<file path="src/rtl/pdp8_pkg.sv">
// rtl/pdp8_pkg.sv - shared PDP-8 types for decoder and execute stage
package pdp8_pkg;

    localparam int              PDP_AW         = 12;
    localparam int              PDP_DW         = 12;
    localparam logic [11:0]     PDP_START_ADDR = 12'o0200;

    // Memory-reference instruction: one-hot opcode plus the resolved effective address
    typedef struct packed {
        logic        op_and;
        logic        op_tad;
        logic        op_isz;
        logic        op_dca;
        logic        op_jms;
        logic        op_jmp;
        logic [11:0] ea;
    } pdp_mem_opcode_s;

    // Operate (group 7) instruction: one-hot microinstruction bits
    typedef struct packed {
        logic iac;
        logic ral;
        logic rtl;
        logic rar;
        logic rtr;
        logic cml;
        logic cma;
        logic cia;
        logic cll;
        logic cla1;
        logic cla2;
        logic cla_cll;
        logic osr;
        logic skp;
        logic snl;
        logic szl;
        logic sza;
        logic sna;
        logic sma;
        logic spa;
        logic hlt;
    } pdp_op7_opcode_s;

    typedef enum logic [2:0] {
        ST_IDLE,
        ST_EXEC,
        ST_RD,
        ST_RD_WAIT,
        ST_WR,
        ST_HALTED,
        ST_DONE
    } exec_state_e;

    // Six MRI bits plus 21 op7 bits
    localparam int OPC_BITS = 27;

    // True when more than one opcode bit is set
    function automatic logic multi_hot(input logic [OPC_BITS-1:0] v);
        return (v & (v - OPC_BITS'(1))) != '0;
    endfunction

endpackage

</file>
<file path="src/rtl/pdp8_op7_alu.sv">
// rtl/pdp8_op7_alu.sv - combinational group-7 operate microinstruction unit
module pdp8_op7_alu
    import pdp8_pkg::*;
#(
    parameter int DW = 12
) (
    input  pdp_op7_opcode_s i_op7,
    input  logic [DW-1:0]   i_ac,
    input  logic            i_link,
    input  logic [DW-1:0]   i_switch,
    output logic [DW-1:0]   o_ac,
    output logic            o_link,
    output logic            o_skip,
    output logic            o_halt
);

    logic [DW:0] w_x;
    logic [DW:0] w_inc;
    logic [DW:0] w_neg;
    logic        w_zero;

    // Rotates treat {L,AC} as one 13-bit word
    assign w_x    = {i_link, i_ac};
    assign w_inc  = {1'b0, i_ac} + {{DW{1'b0}}, 1'b1};
    assign w_neg  = {1'b0, ~i_ac} + {{DW{1'b0}}, 1'b1};
    assign w_zero = (i_ac == '0);

    // Apply the single selected microinstruction; skip tests see pre-instruction AC/L
    always_comb begin
        o_ac   = i_ac;
        o_link = i_link;
        o_skip = 1'b0;
        o_halt = 1'b0;
        if (i_op7.iac) begin
            o_ac   = w_inc[DW-1:0];
            o_link = i_link ^ w_inc[DW];
        end else if (i_op7.ral) begin
            {o_link, o_ac} = {w_x[DW-1:0], w_x[DW]};
        end else if (i_op7.rtl) begin
            {o_link, o_ac} = {w_x[DW-2:0], w_x[DW:DW-1]};
        end else if (i_op7.rar) begin
            {o_link, o_ac} = {w_x[0], w_x[DW:1]};
        end else if (i_op7.rtr) begin
            {o_link, o_ac} = {w_x[1:0], w_x[DW:2]};
        end else if (i_op7.cml) begin
            o_link = ~i_link;
        end else if (i_op7.cma) begin
            o_ac = ~i_ac;
        end else if (i_op7.cia) begin
            o_ac   = w_neg[DW-1:0];
            o_link = i_link ^ w_neg[DW];
        end else if (i_op7.cll) begin
            // Link cleared first, then rotated left into AC bit 0
            {o_link, o_ac} = {i_ac, 1'b0};
        end else if (i_op7.cla1 || i_op7.cla2) begin
            o_ac = '0;
        end else if (i_op7.cla_cll) begin
            o_ac   = '0;
            o_link = 1'b0;
        end else if (i_op7.osr) begin
            o_ac = i_ac | i_switch;
        end else if (i_op7.skp) begin
            o_skip = 1'b1;
        end else if (i_op7.snl) begin
            o_skip = i_link;
        end else if (i_op7.szl) begin
            o_skip = ~i_link;
        end else if (i_op7.sza) begin
            o_skip = w_zero;
        end else if (i_op7.sna) begin
            o_skip = ~w_zero;
        end else if (i_op7.sma) begin
            o_skip = i_ac[DW-1];
        end else if (i_op7.spa) begin
            o_skip = ~i_ac[DW-1];
        end else if (i_op7.hlt) begin
            o_halt = 1'b1;
        end
    end

endmodule

</file>
<file path="src/rtl/pdp8_instr_exec.sv">
// rtl/pdp8_instr_exec.sv - PDP-8 execute stage: AC/L/PC update and memory sequencing
module pdp8_instr_exec
    import pdp8_pkg::*;
#(
    parameter int             AW         = 12,
    parameter int             DW         = 12,
    parameter logic [AW-1:0]  START_ADDR = 12'o0200
) (
    input  logic            clk,
    input  logic            reset_n,
    input  logic            dec_valid,
    output logic            dec_ready,
    input  pdp_mem_opcode_s mem_opcode,
    input  pdp_op7_opcode_s op7_opcode,
    input  logic [DW-1:0]   switch_reg,
    input  logic            resume,
    output logic            rd_req,
    output logic [AW-1:0]   rd_addr,
    input  logic [DW-1:0]   rd_data,
    output logic            wr_req,
    output logic [AW-1:0]   wr_addr,
    output logic [DW-1:0]   wr_data,
    output logic [AW-1:0]   pc_value,
    output logic            exec_done,
    output logic [DW-1:0]   ac_out,
    output logic            link_out,
    output logic            halted,
    output logic            illegal_op
);

    exec_state_e     r_state;
    pdp_op7_opcode_s r_op7;
    logic [AW-1:0]   r_ea;
    logic            r_is_and;
    logic            r_is_tad;
    logic            r_is_dca;
    logic [AW-1:0]   r_pc;
    logic [AW-1:0]   r_next_pc;
    logic [DW-1:0]   r_ac;
    logic            r_link;
    logic            r_dec_ready;
    logic            r_rd_req;
    logic [AW-1:0]   r_rd_addr;
    logic            r_wr_req;
    logic [AW-1:0]   r_wr_addr;
    logic [DW-1:0]   r_wr_data;
    logic            r_exec_done;
    logic            r_halted;
    logic            r_illegal;

    logic [5:0]      w_mri_bits;
    logic            w_illegal;
    logic            w_is_read;
    logic [AW-1:0]   w_ea_in;
    logic [AW-1:0]   w_pc_inc1;
    logic [AW-1:0]   w_pc_inc2;
    logic [DW-1:0]   w_isz_tmp;
    logic [DW:0]     w_tad_sum;
    logic [DW-1:0]   w_alu_ac;
    logic            w_alu_link;
    logic            w_alu_skip;
    logic            w_alu_halt;

    assign w_mri_bits = {mem_opcode.op_and, mem_opcode.op_tad, mem_opcode.op_isz,
                         mem_opcode.op_dca, mem_opcode.op_jms, mem_opcode.op_jmp};
    assign w_illegal  = multi_hot({w_mri_bits, op7_opcode});
    assign w_is_read  = mem_opcode.op_and | mem_opcode.op_tad | mem_opcode.op_isz;
    assign w_ea_in    = AW'(mem_opcode.ea);
    assign w_pc_inc1  = r_pc + AW'(1);
    assign w_pc_inc2  = r_pc + AW'(2);
    assign w_isz_tmp  = rd_data + DW'(1);
    assign w_tad_sum  = {1'b0, r_ac} + {1'b0, rd_data};

    pdp8_op7_alu #(
        .DW (DW)
    ) u_op7_alu (
        .i_op7    (r_op7),
        .i_ac     (r_ac),
        .i_link   (r_link),
        .i_switch (switch_reg),
        .o_ac     (w_alu_ac),
        .o_link   (w_alu_link),
        .o_skip   (w_alu_skip),
        .o_halt   (w_alu_halt)
    );

    // Execute FSM with architectural registers and registered handshake/memory outputs
    always_ff @(posedge clk or negedge reset_n) begin
        if (!reset_n) begin
            r_state     <= ST_IDLE;
            r_op7       <= '0;
            r_ea        <= '0;
            r_is_and    <= 1'b0;
            r_is_tad    <= 1'b0;
            r_is_dca    <= 1'b0;
            r_pc        <= START_ADDR;
            r_next_pc   <= START_ADDR;
            r_ac        <= '0;
            r_link      <= 1'b0;
            r_dec_ready <= 1'b1;
            r_rd_req    <= 1'b0;
            r_rd_addr   <= '0;
            r_wr_req    <= 1'b0;
            r_wr_addr   <= '0;
            r_wr_data   <= '0;
            r_exec_done <= 1'b0;
            r_halted    <= 1'b0;
            r_illegal   <= 1'b0;
        end else begin
            r_rd_req    <= 1'b0;
            r_wr_req    <= 1'b0;
            r_exec_done <= 1'b0;
            r_illegal   <= 1'b0;
            case (r_state)
                ST_IDLE: begin
                    if (dec_valid) begin
                        r_dec_ready <= 1'b0;
                        r_ea        <= w_ea_in;
                        r_is_and    <= mem_opcode.op_and;
                        r_is_tad    <= mem_opcode.op_tad;
                        r_is_dca    <= mem_opcode.op_dca;
                        r_op7       <= op7_opcode;
                        r_next_pc   <= w_pc_inc1;
                        if (w_illegal) begin
                            // Clearing the captured op7 bits turns EXEC into a NOP
                            r_illegal <= 1'b1;
                            r_op7     <= '0;
                            r_state   <= ST_EXEC;
                        end else if (w_is_read) begin
                            r_rd_req  <= 1'b1;
                            r_rd_addr <= w_ea_in;
                            r_state   <= ST_RD;
                        end else if (mem_opcode.op_dca) begin
                            r_wr_req  <= 1'b1;
                            r_wr_addr <= w_ea_in;
                            r_wr_data <= r_ac;
                            r_state   <= ST_WR;
                        end else if (mem_opcode.op_jms) begin
                            r_wr_req  <= 1'b1;
                            r_wr_addr <= w_ea_in;
                            r_wr_data <= DW'(w_pc_inc1);
                            r_next_pc <= w_ea_in + AW'(1);
                            r_state   <= ST_WR;
                        end else begin
                            if (mem_opcode.op_jmp) begin
                                r_next_pc <= w_ea_in;
                            end
                            r_state <= ST_EXEC;
                        end
                    end
                end
                ST_RD: begin
                    r_state <= ST_RD_WAIT;
                end
                ST_RD_WAIT: begin
                    if (r_is_and) begin
                        r_ac    <= r_ac & rd_data;
                        r_state <= ST_DONE;
                    end else if (r_is_tad) begin
                        r_ac    <= w_tad_sum[DW-1:0];
                        r_link  <= r_link ^ w_tad_sum[DW];
                        r_state <= ST_DONE;
                    end else begin
                        // ISZ: write back the incremented word, skip when it wrapped to zero
                        r_wr_req  <= 1'b1;
                        r_wr_addr <= r_ea;
                        r_wr_data <= w_isz_tmp;
                        if (w_isz_tmp == '0) begin
                            r_next_pc <= w_pc_inc2;
                        end
                        r_state <= ST_WR;
                    end
                end
                ST_WR: begin
                    if (r_is_dca) begin
                        r_ac <= '0;
                    end
                    r_state <= ST_DONE;
                end
                ST_EXEC: begin
                    r_ac   <= w_alu_ac;
                    r_link <= w_alu_link;
                    if (w_alu_skip) begin
                        r_next_pc <= w_pc_inc2;
                    end
                    if (w_alu_halt) begin
                        r_halted <= 1'b1;
                        r_state  <= ST_HALTED;
                    end else begin
                        r_state <= ST_DONE;
                    end
                end
                ST_HALTED: begin
                    if (resume) begin
                        r_halted <= 1'b0;
                        r_state  <= ST_DONE;
                    end
                end
                ST_DONE: begin
                    r_pc        <= r_next_pc;
                    r_exec_done <= 1'b1;
                    r_dec_ready <= 1'b1;
                    r_state     <= ST_IDLE;
                end
                default: begin
                    r_state <= ST_IDLE;
                end
            endcase
        end
    end

    assign dec_ready  = r_dec_ready;
    assign rd_req     = r_rd_req;
    assign rd_addr    = r_rd_addr;
    assign wr_req     = r_wr_req;
    assign wr_addr    = r_wr_addr;
    assign wr_data    = r_wr_data;
    assign pc_value   = r_pc;
    assign exec_done  = r_exec_done;
    assign ac_out     = r_ac;
    assign link_out   = r_link;
    assign halted     = r_halted;
    assign illegal_op = r_illegal;

endmodule

</file>
<file path="config.mk">
export PLATFORM = sky130hd
export DESIGN_NAME = pdp8_instr_exec
export DESIGN_NICKNAME = d
export VERILOG_FILES = /design/src/rtl/pdp8_pkg.sv /design/src/rtl/pdp8_op7_alu.sv /design/src/rtl/pdp8_instr_exec.sv
export SDC_FILE = /design/constraint.sdc
export NUM_CORES = 1
export LEC_CHECK = 0
export BUFFER_PORTS_ARGS = -buffer_cell sky130_fd_sc_hd__buf_2
export CAP_MARGIN = 0
export CORE_MARGIN = 5
export CORE_UTILIZATION = 58
export DETAILED_ROUTE_END_ITERATION = 7
export PLACE_DENSITY = 0.8
export SYNTH_ARGS = -nofsm -noshare
export SYNTH_HDL_FRONTEND = slang
export SYNTH_SLANG_ARGS = --single-unit
</file>
<file path="constraint.sdc">
create_clock -name clk -period 3.3 [get_ports clk]
set_input_delay 0.66 -clock clk [delete_from_list [all_inputs] [get_ports clk]]
set_output_delay 0.66 -clock clk [all_outputs]
set_load 0.02 [all_outputs]
</file>
Word-level counts from Yosys, hierarchy flattened
Index checks and enable logic that the tools add are counted.

Add/sub/neg operators: 8. Shift operators: 0. Reductions and logical operators: 20. Muxes and demuxes: 128. Divide/modulo/power cells: 0. $mul: 0. Bitwise operators: 13. Equal/unequal tests: 24. $lt $le $gt $ge: 0.

Operators by type and width (number): 12-bit 2-to-1 mux (39); 12-bit one-hot mux with 3 select lines (2); 1-bit 2-to-1 mux (70); 12-bit one-hot mux with 2 select lines (2); 12-bit by 1-bit adder with 12-bit output, second input constant (3); 27-bit bitwise AND (1); 27-bit nonzero test (1); 27-bit by 1-bit subtractor with 27-bit output, second input constant (1); 12-bit by 1-bit adder with 13-bit output, second input constant (2); 12-bit zero test (2); 21-bit 2-to-1 mux (1); 10-bit != test, second input constant (2); 3-bit 2-to-1 mux (6); 2-bit != test, second input constant (9); 3-bit one-hot mux with 6 select lines (1); 12-bit by 12-bit adder with 13-bit output (1); 12-bit by 2-bit adder with 12-bit output, second input constant (1); 12-bit bitwise AND (1); 12-bit by 11-bit != test with 1-bit output, second input constant (1); 12-bit inverter (1); 12-bit bitwise OR (1); 6-bit AND reduction (2); 3-bit equality test, second input constant (3); 8-bit != test, second input constant (1); other kinds (19) (39).

Memory bits (writable): 0. Output and inout port bits: 67. Memories kept: 0. Latch bits: 0. Bits in registers: 118. Word-level logic and storage cells: 232. ROM bits: 0. Bits of input ports: 67.

Depth between registers and ports, before layout
Gate-level depths: netlist of the first run.

Depth after elaboration: 22. Mapped depth: 12. Depth with buffers taken out: 11.

Cells and area by module
From an unflattened synthesis of the first run, not the netlist that was laid out.

Cell total of the unflattened synthesis: 1117. Area total of the unflattened synthesis: 9062.4 sq um.

Modules (own cells, without submodules): pdp8_instr_exec (sequential area each 2956.6 sq um, area an instance 7229.4 sq um, times used 1, cells each 799); pdp8_op7_alu (sequential area each 0.0 sq um, area an instance 1833.0 sq um, times used 1, cells each 318).

Worst setup path after synthesis of the first run
No wires, ideal clock.

Path kind: input to register. Start point: input op7_opcode[5] in the netlist's numbering. End point: register r_rd_addr[0], in the netlist rd_addr[0]. Stages: 11. Library setup time: 125 ps. Slack: 180 ps. Arrival: 2995 ps. Required time: 3175 ps. Cell sequence: nor4_4 > nand4_2 > a211o_1 > a22oi_1 > and4_1 > buf_4 > nand2_4 > or3_1 > buf_2 > buf_6 > mux2_4.

Longest elaborated chain between the ends: 5.

RTL lines: from (decl) (line pdp8_instr_exec.sv:14) `input pdp_op7_opcode_s op7_opcode,`; 27-bit by 1-bit subtractor with 27-bit output (line pdp8_pkg.sv:59) `return (v & (v - OPC_BITS'(1))) != '0;`; 27-bit bitwise AND * (line pdp8_pkg.sv:59); 27-bit nonzero test * (line pdp8_pkg.sv:59); 1-bit inverter (no line) *; 4-bit AND reduction (no line) *; to (signal assigned) (line pdp8_instr_exec.sv:131) `r_rd_addr <= w_ea_in;`; to (decl) (line pdp8_instr_exec.sv:43) `logic [AW-1:0] r_rd_addr;`.

Every way passes the cells marked *; elsewhere a longest branch is shown, timed or not. A chain may end at the register's enable or synchronous reset.

Final worst setup path of the first run
Start point: register r_ac[9], in the netlist ac_out[9]. End point: register r_next_pc[11].

Longest elaborated chain between the ends: 21.

RTL lines: from (decl) (line pdp8_instr_exec.sv:39) `logic [DW-1:0] r_ac;`; from (signal assigned) (line pdp8_instr_exec.sv:157) `r_ac <= r_ac & rd_data;`; from (signal assigned) (line pdp8_instr_exec.sv:160) `r_ac <= w_tad_sum[DW-1:0];`; from (signal assigned) (line pdp8_instr_exec.sv:181) `r_ac <= w_alu_ac;`; 12-bit zero test * (line pdp8_op7_alu.sv:26) `assign w_zero = (i_ac == '0);`; 1-bit inverter (line pdp8_op7_alu.sv:71) `o_skip = ~w_zero;`; 1-bit 2-to-1 mux (line pdp8_op7_alu.sv:70) `end else if (i_op7.sna) begin`; 1-bit 2-to-1 mux * (line pdp8_op7_alu.sv:68) `end else if (i_op7.sza) begin`; 1-bit 2-to-1 mux * (line pdp8_op7_alu.sv:66) `end else if (i_op7.szl) begin`; 1-bit 2-to-1 mux * (line pdp8_op7_alu.sv:64) `end else if (i_op7.snl) begin`; 1-bit 2-to-1 mux * (line pdp8_op7_alu.sv:62) `end else if (i_op7.skp) begin`; 1-bit 2-to-1 mux * (line pdp8_op7_alu.sv:60) `end else if (i_op7.osr) begin`; [5 not listed]; 1-bit 2-to-1 mux * (line pdp8_op7_alu.sv:45) `end else if (i_op7.cml) begin`; 1-bit 2-to-1 mux * (line pdp8_op7_alu.sv:43) `end else if (i_op7.rtr) begin`; 1-bit 2-to-1 mux * (line pdp8_op7_alu.sv:41) `end else if (i_op7.rar) begin`; 1-bit 2-to-1 mux * (line pdp8_op7_alu.sv:39) `end else if (i_op7.rtl) begin`; 1-bit 2-to-1 mux * (line pdp8_op7_alu.sv:37) `end else if (i_op7.ral) begin`; 1-bit 2-to-1 mux * (line pdp8_op7_alu.sv:34) `if (i_op7.iac) begin`; 2-bit by 1-bit != test with 1-bit output (no line) *; 6-bit AND reduction (no line) *; to (signal assigned) (line pdp8_instr_exec.sv:123) `r_next_pc <= w_pc_inc1;`; to (signal assigned) (line pdp8_instr_exec.sv:142) `r_next_pc <= w_ea_in + AW'(1);`; to (signal assigned) (line pdp8_instr_exec.sv:146) `r_next_pc <= w_ea_in;`; to (decl) (line pdp8_instr_exec.sv:38) `logic [AW-1:0] r_next_pc;`.

Marks and branches as above.

==> impl_metrics.toml, run 1 <==
[grt]
antenna_found_initial = 0
grt_pass1_wl_um = 43800
grt_usage = 0.300
grt_max_degree = 68
grt_overflow = 0
grt_pass1_vias = 8483

[min_path]
hp-class = "in2async"

[logic_synthesis]
synthCells = 1081
netlist_area_um2 = 8800
yosysSeqAreaShare = 0.336
synth_area_per_cell_um2 = 8.14
synth_cell_types = 76
synth_nets = 1167
synth_warnings = 0
synth_ff_type = "dfrtp_1"
async_flop_share = 1.00
synth-edff-count = 0
ys_ff_latch = 118

[setup_path]
cp.arrival_ns = 3.36
ff2ff_path_depth = 9
critical_path.startpoint_type = "flip-flop"
critPathKind = "reg2reg"
crit_path_cell_trace = "or4_1 -> nor4b_2 -> a21oi_1 -> a221oi_1 -> a2111oi_0 -> nor4_2 -> buf_12 -> mux2i_1 -> o21ai_0"
regToRegSetupSlack_ns = 0.23
end_kind = "flip-flop"
path_max_fanout = 22
reg2reg_to = "r_next_pc[11]$_DFFE_PN0P_"
slowest_stage = "or4_1"
crit_path_max_incr_delay_ns = 0.65
r2r_start = "ac_out[9]$_DFFE_PN0P_"
required_ns = 3.59

[placement]
portBuffers = 133
gp_congestion = 0.958
hpwlAfterDp_um = 18800

[clock_network]
path_clk_slew_ns = 0.06
cts_setup_buffers = 0
cts_buffers = 17
hold_buffers = 0
cts_tree = "built"
clk_path_buf_depth = 2
cts.sinks = 118
htreeDepth = 4
clk_root_buffer_cell = "clkbuf_16"
cts_resized = 0
worstSkewPairLatency_ns = 0.43

[floorplan]
die_y_um = 133
start_util = 0.585
io_pins = 134
core_area_um2 = 15000
die_w_um = 133
dieArea_um2 = 17700
rows = 45

[sta]
period_share = 0.931
timing.fmax_mhz = 325
hold_violations = 0
final.setup.tns_ns = 0
finalSetupViolations = 0
relSlewSlack = 0.437
drv_slew = 0
worst_slew_pin_slew_ns = 0.838
skew_ns = 0.00885
timing.hold.ws_ns = 0.262
min_period_ns = 3.07
rsz0062_at_grt = "false"

[routing]
drtAntennaViolNets = 0
drtPass1Iterations = 5
avgRoutedWirePerCell_um = 19.2
drc_errors = 0
vias = 9014
routed_via_density = 6.47
drtIter0Drc = 987
wl_um = 26800

[job]
maxCapViolCount = 0

[power_and_ir_drop]
p_comb_frac = 0.507
clkPwrFrac = 0.218
p_leak_nw = 4.62
p_int_mw = 4.81
swShare = 0.451
p_per_area_nw_per_um2 = 844
p_seq_frac = 0.276
p_switching_mw = 3.95
ir_drop_mv = 0.498

[status]
outcome = "finished, final reports clean"

[layout]
num-nets-final = 1279
diodes = 0
syn2layout_area_growth_pct = 18.0
drive_gt1_frac = 0.235
==> cell type report <==
type | instances | area, um^2
clock buffers | 18 | 439
well taps | 188 | 235
fillers | 1188 | 4650
clock inverters | 14 | 165
repair buffers | 178 | 1070
inverters | 38 | 143
multi-input cells | 840 | 5370
flip-flops and latches | 118 | 2960
==> worst max-delay path by stage <==
stage | startpoint | end | slack, ns | cells past startpoint
floorplan | op7_opcode[5] | rd_addr[0]$_DFFE_PN0P_ | 0.18 | 11
global placement | op7_opcode[5] | rd_addr[8]$_DFFE_PN0P_ | 0.04 | 10
detailed placement | op7_opcode[5] | rd_addr[9]$_DFFE_PN0P_ | -0.03 | 9
CTS | ac_out[9]$_DFFE_PN0P_ | r_next_pc[11]$_DFFE_PN0P_ | 0.20 | 9
global route | ac_out[9]$_DFFE_PN0P_ | r_next_pc[1]$_DFFE_PN0P_ | 0.0007 | 9
finish | ac_out[9]$_DFFE_PN0P_ | r_next_pc[11]$_DFFE_PN0P_ | 0.23 | 9
==> power groups by stage <==
stage | logic, mW | clock network (mW) | registers (mW)
after global routing | 4.85 | 1.99 | 2.49
after detailed placement | 4.35 | 0 | 2.42
after global placement | 4.25 | 0 | 2.40
after CTS | 4.39 | 1.91 | 2.40
final | 4.44 | 1.91 | 2.41
after floorplan | 2.76 | 0 | 2.60
==> cells in the mapped netlist (14+ instances only) <==
library cell / number / area, um^2
mux2_2: 41 / 462
nand2_1: 181 / 679
a221oi_1: 18 / 158
clkbuf_1: 76 / 285
mux2i_1: 23 / 230
a21oi_1: 55 / 275
xnor2_1: 25 / 219
a31oi_1: 19 / 119
o21ai_0: 73 / 365
nor2_1: 79 / 297
nand3_1: 33 / 165
dfrtp_1: 115 / 2880
ha_1: 18 / 225
inv_1: 37 / 139
a211oi_1: 15 / 113
o31ai_1: 14 / 105
nor3_1: 30 / 150
xor2_1: 15 / 131
==> flip-flops by register name (all words and copies together) (netlist names) <==
| register | flops |
|---|---|
| rd_addr | 12 |
| link_out | 1 |
| wr_addr | 12 |
| r_is_tad | 1 |
| wr_data | 12 |
| ac_out | 12 |
| r_next_pc | 12 |
| dec_ready | 1 |
| r_state | 3 |
| exec_done | 1 |
| r_is_dca | 1 |
| illegal_op | 1 |
| halted | 1 |
| pc_value | 12 |
| r_is_and | 1 |
| r_op7 | 21 |
| wr_req | 1 |
| rd_req | 1 |
| r_ea | 12 |
==> logic make-up (layout without fill, tap and decap cells) <==
| logic type | after synthesis | count (layout) | share of synthesized area |
|---|---|---|---|
| AOI/OAI and AO/OA | 295 | 295 | 0.225 |
| xor gates and xnor gates | 40 | 40 | 0.0398 |
| adders and majority gates | 20 | 20 | 0.0290 |
| buffers and inverters | 123 | 248 | 0.0542 |
| DFF | 118 | 118 | 0.336 |
| muxes | 73 | 73 | 0.0940 |
| and+or+nand+nor | 412 | 412 | 0.222 |
==> per-layer routing <==
metal  routed length, um  track usage  part of all wire  vias up
met5                   0            0                 0        -
met1               11400        0.412              0.42     4349
met3                2330       0.0642             0.087       53
li1                    -            -                 -     4181
met2               12600        0.480              0.47      431
met4                 542       0.0891             0.020        0
==> cell usage in the layout, fill, tap and decap left out, types with 10 or more instances in the layout <==
master,instances
a31oi_1,19
nor2_1,79
a21oi_1,55
inv_1,37
nand3_1,33
nand2b_1,10
ha_1,18
nor4_1,11
buf_4,41
a211oi_1,15
or3_1,10
xor2_1,15
buf_2,132
mux2_2,41
nor3_1,29
o22ai_1,13
dfrtp_1,115
clkbuf_16,17
a221oi_1,18
nand4_1,13
o31ai_1,14
nand2_1,181
o211ai_1,11
mux2i_1,23
xnor2_1,25
o21ai_0,72
==> per-stage QoR <==
| step | worst slack, ns | util | cells | area, um^2 | power (mW) |
|---|---|---|---|---|---|
| global placement | 0.0400 | 0.650 | 1362 | 9780 | 6.65 |
| CTS | 0.195 | 0.691 | 1394 | 10400 | 8.70 |
| global route | 0.000700 | 0.691 | 1394 | 10400 | 9.33 |
| detailed placement | -0.0286 | 0.650 | 1362 | 9780 | 6.76 |
| floorplan | 0.180 | - | 1081 | 8800 | 5.36 |
| finish | 0.227 | 0.691 | 1394 | 10400 | 8.76 |
==> worst max-delay path: cells and delay by family (launching register included) <==
family                 cells  cell delay, ns
muxes                      1            0.18
and+or+nand+nor            3            1.52
AOI/OAI and AO/OA          4            0.63
DFF                        1            0.37
buffers and inverters      1            0.21
Power figures use the tool's default switching activity.
==> inputs of run 2 (changes only) <==
--- a/config.mk
+++ b/config.mk
@@ -7,10 +7,11 @@
 export LEC_CHECK = 0
 export BUFFER_PORTS_ARGS = -buffer_cell sky130_fd_sc_hd__buf_2
 export CAP_MARGIN = 0
-export CORE_MARGIN = 5
-export CORE_UTILIZATION = 58
+export CORE_MARGIN = 2
+export CORE_UTILIZATION = 60
 export DETAILED_ROUTE_END_ITERATION = 7
-export PLACE_DENSITY = 0.8
+export PLACE_DENSITY = 0.83
+export RECOVER_POWER = 100
 export SYNTH_ARGS = -nofsm -noshare
 export SYNTH_HDL_FRONTEND = slang
 export SYNTH_SLANG_ARGS = --single-unit
==> constraint.sdc (replaced) <==
create_clock -name clk -period 3.7 [get_ports clk]
set_input_delay 0.74 -clock clk [delete_from_list [all_inputs] [get_ports clk]]
set_output_delay 0.74 -clock clk [all_outputs]
set_load 0.02 [all_outputs]
==> impl_metrics.toml, run 2 (synthesis gave the netlist of run 1 again) <==
[sta]
drv_slew = 91
min_period_ns = 3.33
skew_ns = 0.00873
hold_violations = 0
rsz0062_at_grt = "false"
worst_slew_pin_slew_ns = 2.66
finalSetupViolations = 0
relSlewSlack = -0.775
period_share = 0.901
final.setup.tns_ns = 0
timing.fmax_mhz = 300

[clock_network]
cts.sinks = 118
clk_root_buffer_cell = "clkbuf_16"
worstSkewPairLatency_ns = 0.43
htreeDepth = 4
cts_resized = 0
cts_tree = "built"
cts_buffers = 17
cts_setup_buffers = 0
hold_buffers = 0
clk_path_buf_depth = 2
path_clk_slew_ns = 0.06

[layout]
largest_reg_flops = 21
fill_cells = 1176
regMostFlops = "r_op7"
diodes = 0
syn2layout_area_growth_pct = 15.1
drive_gt1_frac = 0.158
num-nets-final = 1267
most-common-layout-cells = "nand2_1, dfrtp_1, nor2_1"
final_common_cell = "nand2_1"

[routing]
drc_errors = 0
drtAntennaViolNets = 0
drtIter0Drc = 1041
wl_um = 26400
avgRoutedWirePerCell_um = 19.2
vias = 9115
drtPass1Iterations = 7
routed_via_density = 6.61

[setup_path]
crit_path_cell_trace = "clkbuf_1 -> nor4_4 -> a41oi_1 -> a2111oi_0 -> o211a_1 -> nand4_1 -> nor4_1 -> o21bai_2 -> clkbuf_2 -> mux2_2"
critical_path.startpoint_type = "input port"
slowest_stage = "clkbuf_2"
required_ns = 4.01
end_kind = "flip-flop"
path_max_fanout = 25
crit_path_max_incr_delay_ns = 0.43
critPathKind = "in2reg"
cp.arrival_ns = 3.64
regToRegSetupSlack_ns = 0.43

[status]
outcome = "finished, violations left"
violations = "capacitance limit, slew limit"

[power_and_ir_drop]
ir_drop_mv = 0.477
power_mw = 7.90
p_per_area_nw_per_um2 = 780
p_leak_nw = 4.31

[min_path]
hp-class = "reg2reg"

[floorplan]
rows = 44
dieArea_um2 = 15600
start_util = 0.610
die_y_um = 125
core_area_um2 = 14400
io_pins = 134
die_w_um = 125

[grt]
antenna_found_initial = 0
grt_overflow = 0
grt_pass1_vias = 8429
grt_pass1_wl_um = 42800
grt_usage = 0.335
grt_max_degree = 71

[placement]
hpwlAfterDp_um = 18200
portBuffers = 133
gp_congestion = 0.917

[job]
maxCapViolCount = 2
run 2: cell types whose count changed in the layout (fill, tap and decap cells not counted), sizes merged:
cell      change
clkbuf       +75
bufinv        +3
inv           -3
clkinv        +2
buf          -86
clkinvlp      -3
run 2: worst paths after layout:
check                                      start                 endpoint  depth (start not counted)
min                         r_is_dca$_DFFE_PN0P_     r_is_dca$_DFFE_PN0P_                          2
min reg2reg                 r_is_dca$_DFFE_PN0P_     r_is_dca$_DFFE_PN0P_                          2
max                                op7_opcode[0]  wr_data[11]$_DFFE_PN0P_                         10
max in group asynchronous                reset_n   wr_data[3]$_DFFE_PN0P_                          1
max reg2reg                ac_out[0]$_DFFE_PN0P_   ac_out[10]$_DFFE_PN0P_                         11
min in group asynchronous                reset_n         wr_req$_DFF_PN0_                          1
run 2: area by class of cell:
| cell class | count | area [um^2] | area share |
|---|---|---|---|
| Tap cell | 184 | 230 | 0.0227 |
| Clock buffer | 19 | 453 | 0.0447 |
| Multi-Input combinational cell | 840 | 5340 | 0.527 |
| Timing Repair Buffer | 166 | 793 | 0.0783 |
| Inverter | 38 | 143 | 0.0141 |
| Sequential cell | 118 | 2960 | 0.292 |
| Clock inverter | 13 | 215 | 0.0212 |
run 2: where the power goes:
group / internal, mW / switching [mW]
Clock: 1.24 / 0.642
Sequential: 1.72 / 0.441
Combinational: 1.39 / 2.46
Total: 4.36 / 3.54
run 2: layer usage:
layer,GRT usage,up-vias,wire length (um)
li1,-,4176,-
met1,0.463,4326,11100
met2,0.530,546,12300
met3,0.0663,67,2530
met4,0.114,0,548
met5,0,-,0
run 2: per-stage QoR:
stage | cells | setup slack, ns | util | cell area (um^2) | hold slack (ns)
floorplan | 1081 | 0.500 | - | 8800 | 0.431
global placement | 1346 | 0.237 | 0.668 | 9630 | 0.445
detailed placement | 1346 | 0.152 | 0.668 | 9630 | 0.451
CTS | 1378 | 0.526 | 0.714 | 10300 | 0.354
global route | 1378 | 0.146 | 0.702 | 10100 | 0.490
finish | 1378 | 0.366 | 0.702 | 10100 | 0.474
run 2: worst max-delay path, delay by kind of cell:
family	cells	cell delay, ns
AOI/OAI and AO/OA	4	0.91
buffers and inverters	2	0.56
muxes	1	0.43
and+or+nand+nor	3	0.98
